<file path="config.mk">
export PLATFORM = sky130hd
export DESIGN_NAME = key_debounce
export DESIGN_NICKNAME = d
export VERILOG_FILES = /design/src/rtl/key_debounce.sv
export SDC_FILE = /design/constraint.sdc
export NUM_CORES = 1
export LEC_CHECK = 0
export BUFFER_PORTS_ARGS = -buffer_cell sky130_fd_sc_hd__buf_2
export CORE_UTILIZATION = 50
export DETAILED_ROUTE_END_ITERATION = 16
export HOLD_SLACK_MARGIN = 0.12
export MAX_ROUTING_LAYER = met4
export PLACE_DENSITY = 0.71
export REMOVE_ABC_BUFFERS = 1
export SYNTH_ARGS = -nofsm -noshare
export SYNTH_HDL_FRONTEND = slang
export SYNTH_SLANG_ARGS = --single-unit
</file>
<file path="constraint.sdc">
create_clock -name clk -period 2 [get_ports clk]
set_clock_uncertainty 0.2 [all_clocks]
set_input_delay 0.4 -clock clk [delete_from_list [all_inputs] [get_ports clk]]
set_output_delay 0.4 -clock clk [all_outputs]
set_load 0.05 [all_outputs]
</file>
<file path="src/rtl/key_debounce.sv">
// Four-key debouncer for a 100 Hz scan clock: 2-flop synchronizer, per-key press/release FSM,
// registered level/pulse/code outputs. Define KEY_REPEAT_EN to build the held-key auto-repeat.
module key_debounce #(
  parameter int unsigned DEBOUNCE_CYCLES = 2,
  parameter int unsigned REPEAT_DELAY    = 50,
  parameter int unsigned REPEAT_PERIOD   = 10
) (
  input  logic       clk,
  input  logic       rst,
  input  logic [3:0] swc,
  output logic [3:0] key_level,
  output logic [3:0] key_pulse,
  output logic [1:0] key_code,
  output logic       code_valid
);

  typedef enum logic [1:0] {IDLE, PRESS_WAIT, PRESSED, RELEASE_WAIT} state_t;

  localparam logic [7:0] DB = 8'(DEBOUNCE_CYCLES);

  if (DEBOUNCE_CYCLES < 1 || DEBOUNCE_CYCLES > 255 || REPEAT_DELAY < 1 || REPEAT_DELAY > 255 ||
      REPEAT_PERIOD < 1 || REPEAT_PERIOD > 255) begin : g_param_check
    $error("key_debounce: all parameters must lie in 1..255");
  end

  logic [3:0] sync1, sync2, s;
  state_t     state_q [4];
  state_t     state_d [4];
  logic [7:0] cnt_q   [4];
  logic [7:0] cnt_d   [4];
  logic [3:0] level_d, pulse_d;
  logic [1:0] code_d;
  logic       valid_d;

`ifdef KEY_REPEAT_EN
  localparam logic [7:0] RD = 8'(REPEAT_DELAY);
  localparam logic [7:0] RP = 8'(REPEAT_PERIOD);
  // rep_q: first repeat already emitted, so the timer now runs on REPEAT_PERIOD.
  logic [3:0] rep_q, rep_d;
`endif

  // Keys are released (high) out of reset, hence the synchronizer resets to ones.
  assign s = ~sync2;

  always_comb begin
    // NOTE: every combinational output gets a default first so no path can infer a latch.
    level_d = key_level;
    pulse_d = '0;
`ifdef KEY_REPEAT_EN
    rep_d   = rep_q;
`endif
    for (int i = 0; i < 4; i++) begin
      state_d[i] = state_q[i];
      cnt_d[i]   = cnt_q[i];
      case (state_q[i])
        IDLE: begin
          if (s[i]) begin
            state_d[i] = PRESS_WAIT;
            cnt_d[i]   = 8'd1;
          end
        end
        PRESS_WAIT: begin
          if (!s[i]) begin
            state_d[i] = IDLE;
            cnt_d[i]   = '0;
          end else if (cnt_q[i] >= DB) begin
            state_d[i] = PRESSED;
            cnt_d[i]   = '0;
            level_d[i] = 1'b1;
            pulse_d[i] = 1'b1;
`ifdef KEY_REPEAT_EN
            rep_d[i]   = 1'b0;
`endif
          end else begin
            cnt_d[i] = cnt_q[i] + 8'd1;
          end
        end
        PRESSED: begin
          if (!s[i]) begin
            state_d[i] = RELEASE_WAIT;
            cnt_d[i]   = 8'd1;
          end else begin
`ifdef KEY_REPEAT_EN
            cnt_d[i] = cnt_q[i] + 8'd1;
            if ((!rep_q[i] && cnt_d[i] == RD) || (rep_q[i] && cnt_d[i] == RP)) begin
              pulse_d[i] = 1'b1;
              cnt_d[i]   = '0;
              rep_d[i]   = 1'b1;
            end
`endif
          end
        end
        RELEASE_WAIT: begin
          // A bounce back restarts the repeat timer from the delay phase, without a pulse.
          if (s[i]) begin
            state_d[i] = PRESSED;
            cnt_d[i]   = '0;
`ifdef KEY_REPEAT_EN
            rep_d[i]   = 1'b0;
`endif
          end else if (cnt_q[i] >= DB) begin
            state_d[i] = IDLE;
            cnt_d[i]   = '0;
            level_d[i] = 1'b0;
          end else begin
            cnt_d[i] = cnt_q[i] + 8'd1;
          end
        end
        default: begin
          state_d[i] = IDLE;
          cnt_d[i]   = '0;
        end
      endcase
    end

    // Walk downwards so the lowest pulsing index is the one that sticks.
    code_d = key_code;
    for (int i = 3; i >= 0; i--) begin
      if (pulse_d[i]) code_d = 2'(i);
    end
    valid_d = code_valid | (|pulse_d);
  end

  always_ff @(posedge clk or posedge rst) begin
    if (rst) begin
      sync1      <= '1;
      sync2      <= '1;
      key_level  <= '0;
      key_pulse  <= '0;
      key_code   <= '0;
      code_valid <= 1'b0;
`ifdef KEY_REPEAT_EN
      rep_q      <= '0;
`endif
      for (int i = 0; i < 4; i++) begin
        state_q[i] <= IDLE;
        cnt_q[i]   <= '0;
      end
    end else begin
      // NOTE: sequential state uses non-blocking assignments so sync2 takes the old sync1.
      sync1      <= swc;
      sync2      <= sync1;
      key_level  <= level_d;
      key_pulse  <= pulse_d;
      key_code   <= code_d;
      code_valid <= valid_d;
`ifdef KEY_REPEAT_EN
      rep_q      <= rep_d;
`endif
      for (int i = 0; i < 4; i++) begin
        state_q[i] <= state_d[i];
        cnt_q[i]   <= cnt_d[i];
      end
    end
  end

endmodule

</file>
==> flow_metrics.env, run 1 <==
export IMPL_status="complete, but fails checks"
export IMPL_violations="design-rule violations, negative setup slack"
export IMPL_synth_ff_type="dfrtp_1"
export IMPL_portBuffers=16
export IMPL_dieWidth_um=70.54
export IMPL_top_usage_layer="met2"
export IMPL_fmaxAchievable_mhz=482.5
export IMPL_power_leakage_nw=1.480
export IMPL_drt_wl_total_um=4283
export IMPL_peakVddDrop_mv=0.7161
export IMPL_design_area_um2=3035
export IMPL_via_count=1609
export IMPL_ios=17
export IMPL_worst_slack_ns=-0.07240
export IMPL_clockBufferDepth=2
export IMPL_yosysMostFrequentCell="dfrtp_1"
export IMPL_antenna_found_initial=0
export IMPL_place_congestion=0.7415
export IMPL_tightest_slew_ns=0.5185
export IMPL_hold_path_class="reg2reg"
export IMPL_rsz0062_at_grt="true"
export IMPL_drive_gt1_share_pct=35.22
export IMPL_use_met1_pct=25.56
export IMPL_crit_fanout=3
export IMPL_fin_crit_ns=2.072
export IMPL_drt_pass1_iter_count=10
export IMPL_area_delta_synth_final_pct=29.25
export IMPL_yosys_top_cells_count="dfrtp_1, nand2_1, and2_1, and3_1, inv_1"
export IMPL_syn_inst=185
export IMPL_fin_nets=257
export IMPL_htree_num_levels=3
export IMPL_clk_latency_ns=0.33
export IMPL_core_area_um2=4444
export IMPL_syn_avg_cell_area_um2=12.69
export IMPL_post_route_period_util_pct=103.6
export IMPL_crit_family="simple AND/OR/NAND/NOR gates"
export IMPL_fp_dieArea_um2=4975
export IMPL_dpl_cell_area_um2=2649
export IMPL_cts_sinks=59
export IMPL_path_buf_inv=1
export IMPL_grt_max_degree=60
export IMPL_grt_pass1_wl_um=7445
export IMPL_power_mw=4.104
export IMPL_dpl_hpwl_um=2819
export IMPL_synth_top_area_share_pct=54.34
export IMPL_power_density_nw_per_um2=1352
export IMPL_ant_nets=0
export IMPL_hold_ws_ns=0.1586
export IMPL_crit_chain="buf_6, or4_4, o21ai_4, nor3_4, or4b_4"
export IMPL_n_antenna_cell=0
export IMPL_synthArstFlopShare_pct=100.0
export IMPL_setup_viol=1
export IMPL_core_rowCount=24
export IMPL_worst_ep_arrival_time_ns=2.07
export IMPL_yosys_top_cells_area="dfrtp_1, dfstp_2, ha_1"
export IMPL_cts_inserted_buffers=9
export IMPL_viasPerCell=5.381
export IMPL_syn_cell_area_um2=2349
export IMPL_fillers=332
export IMPL_yosys_area_top_type="dfrtp_1"
export IMPL_post_route_util_pct=68.30
export IMPL_chipHeight_um=70.54
export IMPL_overflow=0
export IMPL_use_met3_pct=4.986
export IMPL_route_detailed_drc=2
export IMPL_cp_start_kind="flop"
export IMPL_wire_per_inst_um=14.32
export IMPL_relSlewSlack_pct=65.37
export IMPL_critPathKind="reg2reg"
export IMPL_slowest_delay_ns=0.48
export IMPL_ys_seq_area_share_pct=63.29
export IMPL_cp_end_kind="flop"
export IMPL_worstPathRequired_ns=2.00
export IMPL_cts_tree="built"
export IMPL_final_max_slew_viol_count=0
export IMPL_drt_iter0_markers=86
export IMPL_synth_seq_cells=59
export IMPL_slowest_stage="or4b_4"
export IMPL_synth_edf_count=0
export IMPL_clkTransAtPathRegs_ns=0.06
export IMPL_start_util_pct=52.84
export IMPL_first_global_vias=1627
export IMPL_track_usage_pct=20.35
export IMPL_yosys_cell_types_count=38
export IMPL_max_cap_violations=0
export IMPL_root_buffer="clkbuf_8"
export IMPL_grt_use_met2_pct=31.61
export IMPL_hold_viol_final=0
export IMPL_ys_warn_count=0
[placed cells by master, fill, tap and decap left out, types with 2 or more instances in the layout]
master	n
buf_2	16
buf_6	2
inv_2	4
nor2_1	3
nand2_1	17
xor2_1	6
o21ai_0	6
o22ai_1	4
a22oi_1	3
a21boi_0	4
dfrtp_1	50
a21o_1	2
a211o_1	3
ha_1	6
o31ai_1	2
and2_1	12
dfstp_2	8
dlygate4sd3_1	5
ha_4	2
nor4_1	2
or4_4	2
clkbuf_8	11
inv_1	6
nand3_1	6
xnor2_1	4
buf_4	23
and3_1	10
nor4_2	3
clkbuf_1	2
[routing by layer]
layer / vias up / share of wire, %
met1: 791 / 45
met2: 38 / 49
li1: 769 / -
met5: - / 0
met4: 0 / 2.1
met3: 11 / 3.8
[logic make-up after synthesis]
| logic type | synth area share [%] |
|---|---|
| AOI/OAI and AO/OA | 10.44 |
| buffers and inverters | 1.758 |
| muxes | 0.4262 |
| adders and majority gates | 4.262 |
| xor gates and xnor gates | 3.729 |
| and+or+nand+nor | 16.09 |
| DFF | 63.29 |
[layout make-up]
cell class / instances / area, um2 / area share (%)
repair buffers: 47 / 345.3 / 11.38
inverters: 11 / 43.79 / 1.443
multi-input cells: 115 / 899.6 / 29.64
well taps: 52 / 65.06 / 2.143
clock buffers: 13 / 158.9 / 5.235
clock inverters: 2 / 35.03 / 1.154
flip-flops and latches: 59 / 1488 / 49.01
[worst reg2reg max path: stages (launching register included)]
cell	delay, ns
dfrtp_1	0.43
buf_6	0.14
or4_4	0.45
o21ai_4	0.20
nor3_4	0.06
or4b_4	0.48
[worst paths after layout]
kind	startpoint	endpoint	slack [ns]	cells after the start
max	cnt_q[9]$_DFFE_PP0P_	code_valid$_DFF_PP0_	-0.07	5
min	sync1[2]$_DFF_PP1_	sync2[2]$_DFF_PP1_	0.16	0
max reg2reg	cnt_q[9]$_DFFE_PP0P_	code_valid$_DFF_PP0_	-0.07	5
min reg2reg	sync1[2]$_DFF_PP1_	sync2[2]$_DFF_PP1_	0.16	0
max in group asynchronous	rst	sync2[0]$_DFF_PP1_	0.83	4
min in group asynchronous	rst	cnt_q[10]$_DFFE_PP0P_	0.47	4
[power by group]
part | total [mW] | internal (mW) | switching (mW) | leakage (nW)
Sequential | 1.66 | 1.42 | 0.242 | 0.737
Combinational | 1.39 | 0.612 | 0.774 | 0.644
Clock | 1.06 | 0.635 | 0.421 | 0.0995
Total | 4.10 | 2.67 | 1.44 | 1.48
[flip-flops by register name, summed over array words and instances (netlist names), named ones only]
| name | flops |
|---|---|
| key_pulse | 4 |
| key_code | 2 |
| sync1 | 4 |
| code_valid | 1 |
| cnt_q | 32 |
| sync2 | 4 |
| key_level | 4 |
| state_q | 4 |
[metrics by stage]
step	worst slack (ns)	TNS [ns]	instances
final	-0.07240	-0.07240	299
after global routing	-0.1239	-0.2356	299
after CTS	-0.09849	-0.09849	297
after detailed placement	-0.1736	-0.4036	272
after global placement	-0.1068	-0.2343	272
after floorplan	-0.1380	-2.336	185
[timing repair]
item                                    4_1_cts  5_1_grt
gates cloned                                  0        0
pin swaps                                     6        4
hold buffers                                  5        0
endpoints found under the setup margin        4        6
setup buffers                                 5        2
hold endpoints to repair                     55        0
resized for setup                             9       11
Power figures use the tool's default switching activity.
==> run 2: changes to the inputs <==
--- a/config.mk
+++ b/config.mk
@@ -5,12 +5,13 @@
 export SDC_FILE = /design/constraint.sdc
 export NUM_CORES = 1
 export LEC_CHECK = 0
+export ABC_AREA = 1
 export BUFFER_PORTS_ARGS = -buffer_cell sky130_fd_sc_hd__buf_2
-export CORE_UTILIZATION = 50
+export CORE_UTILIZATION = 40
 export DETAILED_ROUTE_END_ITERATION = 16
 export HOLD_SLACK_MARGIN = 0.12
 export MAX_ROUTING_LAYER = met4
-export PLACE_DENSITY = 0.71
+export PLACE_DENSITY = 0.68
 export REMOVE_ABC_BUFFERS = 1
 export SYNTH_ARGS = -nofsm -noshare
 export SYNTH_HDL_FRONTEND = slang
==> flow_metrics.env, run 2 <==
export IMPL_drt_wl_total_um=3827
export IMPL_layout_cells_non_filler=362
export IMPL_min_delay_start="sync1[1]$_DFF_PP1_"
export IMPL_ys_seq_area_share_pct=60.86
export IMPL_max_cap_violations=0
export IMPL_first_global_vias=1559
export IMPL_synthArstFlopShare_pct=100.0
export IMPL_r2r_cells=10
export IMPL_synth_ff_type="dfrtp_1"
export IMPL_yosys_top_cells_area="dfrtp_1, dfstp_2, nor2_1"
export IMPL_n_antenna_cell=0
export IMPL_multi_input_area_um2=797.0
export IMPL_syn_cell_area_um2=2442
export IMPL_antenna_found_initial=0
export IMPL_final_max_slew_viol_count=0
export IMPL_ys_warn_count=0
export IMPL_drt_iter0_markers=78
export IMPL_place_congestion=0.8030
export IMPL_layout_common_cells="dfrtp_1, nor2_1, inv_1, nand2_1, buf_2"
export IMPL_fin_crit_ns=1.628
export IMPL_start_util_pct=41.25
export IMPL_peakVddDrop_mv=0.5769
export IMPL_hold_viol_final=0
export IMPL_setup_viol=0
export IMPL_dieWidth_um=80.14
export IMPL_clockBufferDepth=2
export IMPL_route_detailed_drc=0
export IMPL_core_area_um2=5921
export IMPL_area_delta_synth_final_pct=18.70
export IMPL_drt_pass1_iter_count=4
export IMPL_tns_ns=0
export IMPL_whs_path_depth=0
export IMPL_worst_ep_arrival_time_ns=1.66
export IMPL_cp_end_kind="flop"
export IMPL_hold_path_class="reg2reg"
export IMPL_r2r_start="cnt_q[8]$_DFFE_PP0P_"
export IMPL_power_internal_mw=2.516
export IMPL_dpl_cell_area_um2=2636
export IMPL_cts_tree="built"
export IMPL_root_buffer="clkbuf_8"
export IMPL_clkTransAtPathRegs_ns=0.07
export IMPL_regMostFlops="cnt_q"
export IMPL_cts_inserted_buffers=9
export IMPL_htree_num_levels=3
export IMPL_clk_latency_ns=0.34
export IMPL_synth_top_area_share_pct=52.25
export IMPL_syn_avg_cell_area_um2=9.809
export IMPL_worstPathRequired_ns=2.04
export IMPL_yosysMostFrequentCell="dfrtp_1"
export IMPL_critPathKind="reg2reg"
export IMPL_p_clk_share_pct=27.6
export IMPL_dpl_hpwl_um=2624
export IMPL_track_usage_pct=14.95
export IMPL_tightest_slew_ns=0.3274
export IMPL_crit_fanout=4
export IMPL_synth_seq_cells=59
export IMPL_pwr_share_comb_pct=32.6
export IMPL_ff2ff_setup_slack_ns=0.37
export IMPL_core_rowCount=28
export IMPL_grt_pass1_wl_um=6789
export IMPL_cts_sinks=59
export IMPL_wire_per_inst_um=10.57
export IMPL_holdPathEnd="sync2[1]$_DFF_PP1_"
export IMPL_grt_max_degree=60
export IMPL_overflow=0
export IMPL_via_count=1593
export IMPL_post_cts_resized=0
export IMPL_p_switching_mw=1.569
export IMPL_p_seq_share_pct=39.8
export IMPL_post_place_ws_ns=0.3604
export IMPL_post_route_util_pct=48.96
export IMPL_design_area_um2=2899
export IMPL_relSlewSlack_pct=78.10
export IMPL_syn_inst=249
export IMPL_r2r_end="key_code[1]$_DFFE_PP0P_"
export IMPL_power_leakage_nw=1.409
export IMPL_ios=17
export IMPL_chipHeight_um=80.14
export IMPL_post_route_period_util_pct=81.38
export IMPL_rsz0062_at_grt="false"
export IMPL_yosys_top_cells_count="dfrtp_1, nor2_1, inv_1, nand2_1, o21ai_0"
export IMPL_hold_ws_ns=0.1559
export IMPL_synth_edf_count=0
export IMPL_status="finished clean"
export IMPL_viasPerCell=4.401
export IMPL_yosys_area_top_type="dfrtp_1"
export IMPL_cp_startpoint="cnt_q[8]$_DFFE_PP0P_"
export IMPL_power_density_nw_per_um2=1409
export IMPL_layout_commonest_cell="dfrtp_1"
export IMPL_regArea_um2=1486
export IMPL_ant_nets=0
export IMPL_fmaxAchievable_mhz=614.4
export IMPL_fillers=563
export IMPL_fp_dieArea_um2=6422
export IMPL_power_mw=4.085
export IMPL_cp_start_kind="flop"
export IMPL_switching_share_pct=38.40
export IMPL_worst_slack_ns=0.3724
export IMPL_drive_gt1_share_pct=22.30
export IMPL_largest_reg_flops=32
export IMPL_dpl_cell_count=341
export IMPL_yosys_cell_types_count=25
export IMPL_fin_nets=296
export IMPL_portBuffers=16
-- run 2: cell count changes in the layout (fill, tap and decap cells not counted), moves of 5 or more --
cell | before | now
nand2_2 | 0 | 6
buf_4 | 23 | 0
nor2_1 | 3 | 42
nand2_1 | 17 | 36
inv_1 | 6 | 39
o21ai_0 | 6 | 15
a21oi_1 | 1 | 9
nor2_2 | 0 | 8
xor2_1 | 6 | 1
and3_1 | 10 | 0
and2_1 | 12 | 0
-- run 2: power by group through the flow --
stage / combinational [mW] / sequential (mW) / clock (mW)
floorplan: 0.832 / 1.86 / 0
global placement: 1.32 / 1.64 / 0
detailed placement: 1.34 / 1.65 / 0
CTS: 1.35 / 1.63 / 1.16
global route: 1.52 / 1.67 / 1.22
finish: 1.33 / 1.63 / 1.13
-- run 2: cell type report --
| type | instances | area share [%] |
|---|---|---|
| Sequential cell | 59 | 51.27 |
| Multi-Input combinational cell | 148 | 27.49 |
| Clock buffer | 12 | 5.697 |
| Inverter | 42 | 5.481 |
| Timing Repair Buffer | 22 | 5.179 |
| Tap cell | 75 | 3.237 |
| Clock inverter | 4 | 1.640 |
-- run 2: kinds of logic after synthesis --
kind of cell    synth area share [%]
flops                          60.86
buf+inv                        6.506
compound gates                 6.506
fa+ha+maj                      4.099
xor+xnor                       3.125
simple gates                   18.90
-- run 2: what timing repair did --
item	4_1_cts	5_1_grt
endpoints found under the setup margin	0	0
hold buffers	5	0
buffers inserted	0	0
hold endpoints to repair	55	0
-- run 2: critical path: stages, from the launching register on --
cell and delay, ns:
dfrtp_1 0.35, inv_1 0.07, ha_1 0.20, nor2_1 0.11
nand2_1 0.10, nor2_4 0.16, nor2_2 0.06, nor2_2 0.12
nand2_1 0.06, nand2_1 0.05, inv_1 0.03
-- run 2: routing by layer --
metal / GRT usage [%] / routed length [um] / up-vias
li1: - / - / 823
met1: 16.36 / 1761 / 742
met2: 23.25 / 1834 / 22
met3: 7.500 / 171 / 6
met4: 5.893 / 59 / 0
met5: - / 0 / -
-- run 2: worst max path at each step --
stage	end	slack (ns)	cells after the start
final	key_code[1]$_DFFE_PP0P_	0.37	10
after detailed placement	key_code[1]$_DFFE_PP0P_	0.36	10
after floorplan	async pin	-0.04	1
after global routing	key_code[0]$_DFFE_PP0P_	0.19	9
after CTS	key_code[1]$_DFFE_PP0P_	0.35	10
after global placement	code_valid$_DFF_PP0_	0.41	8
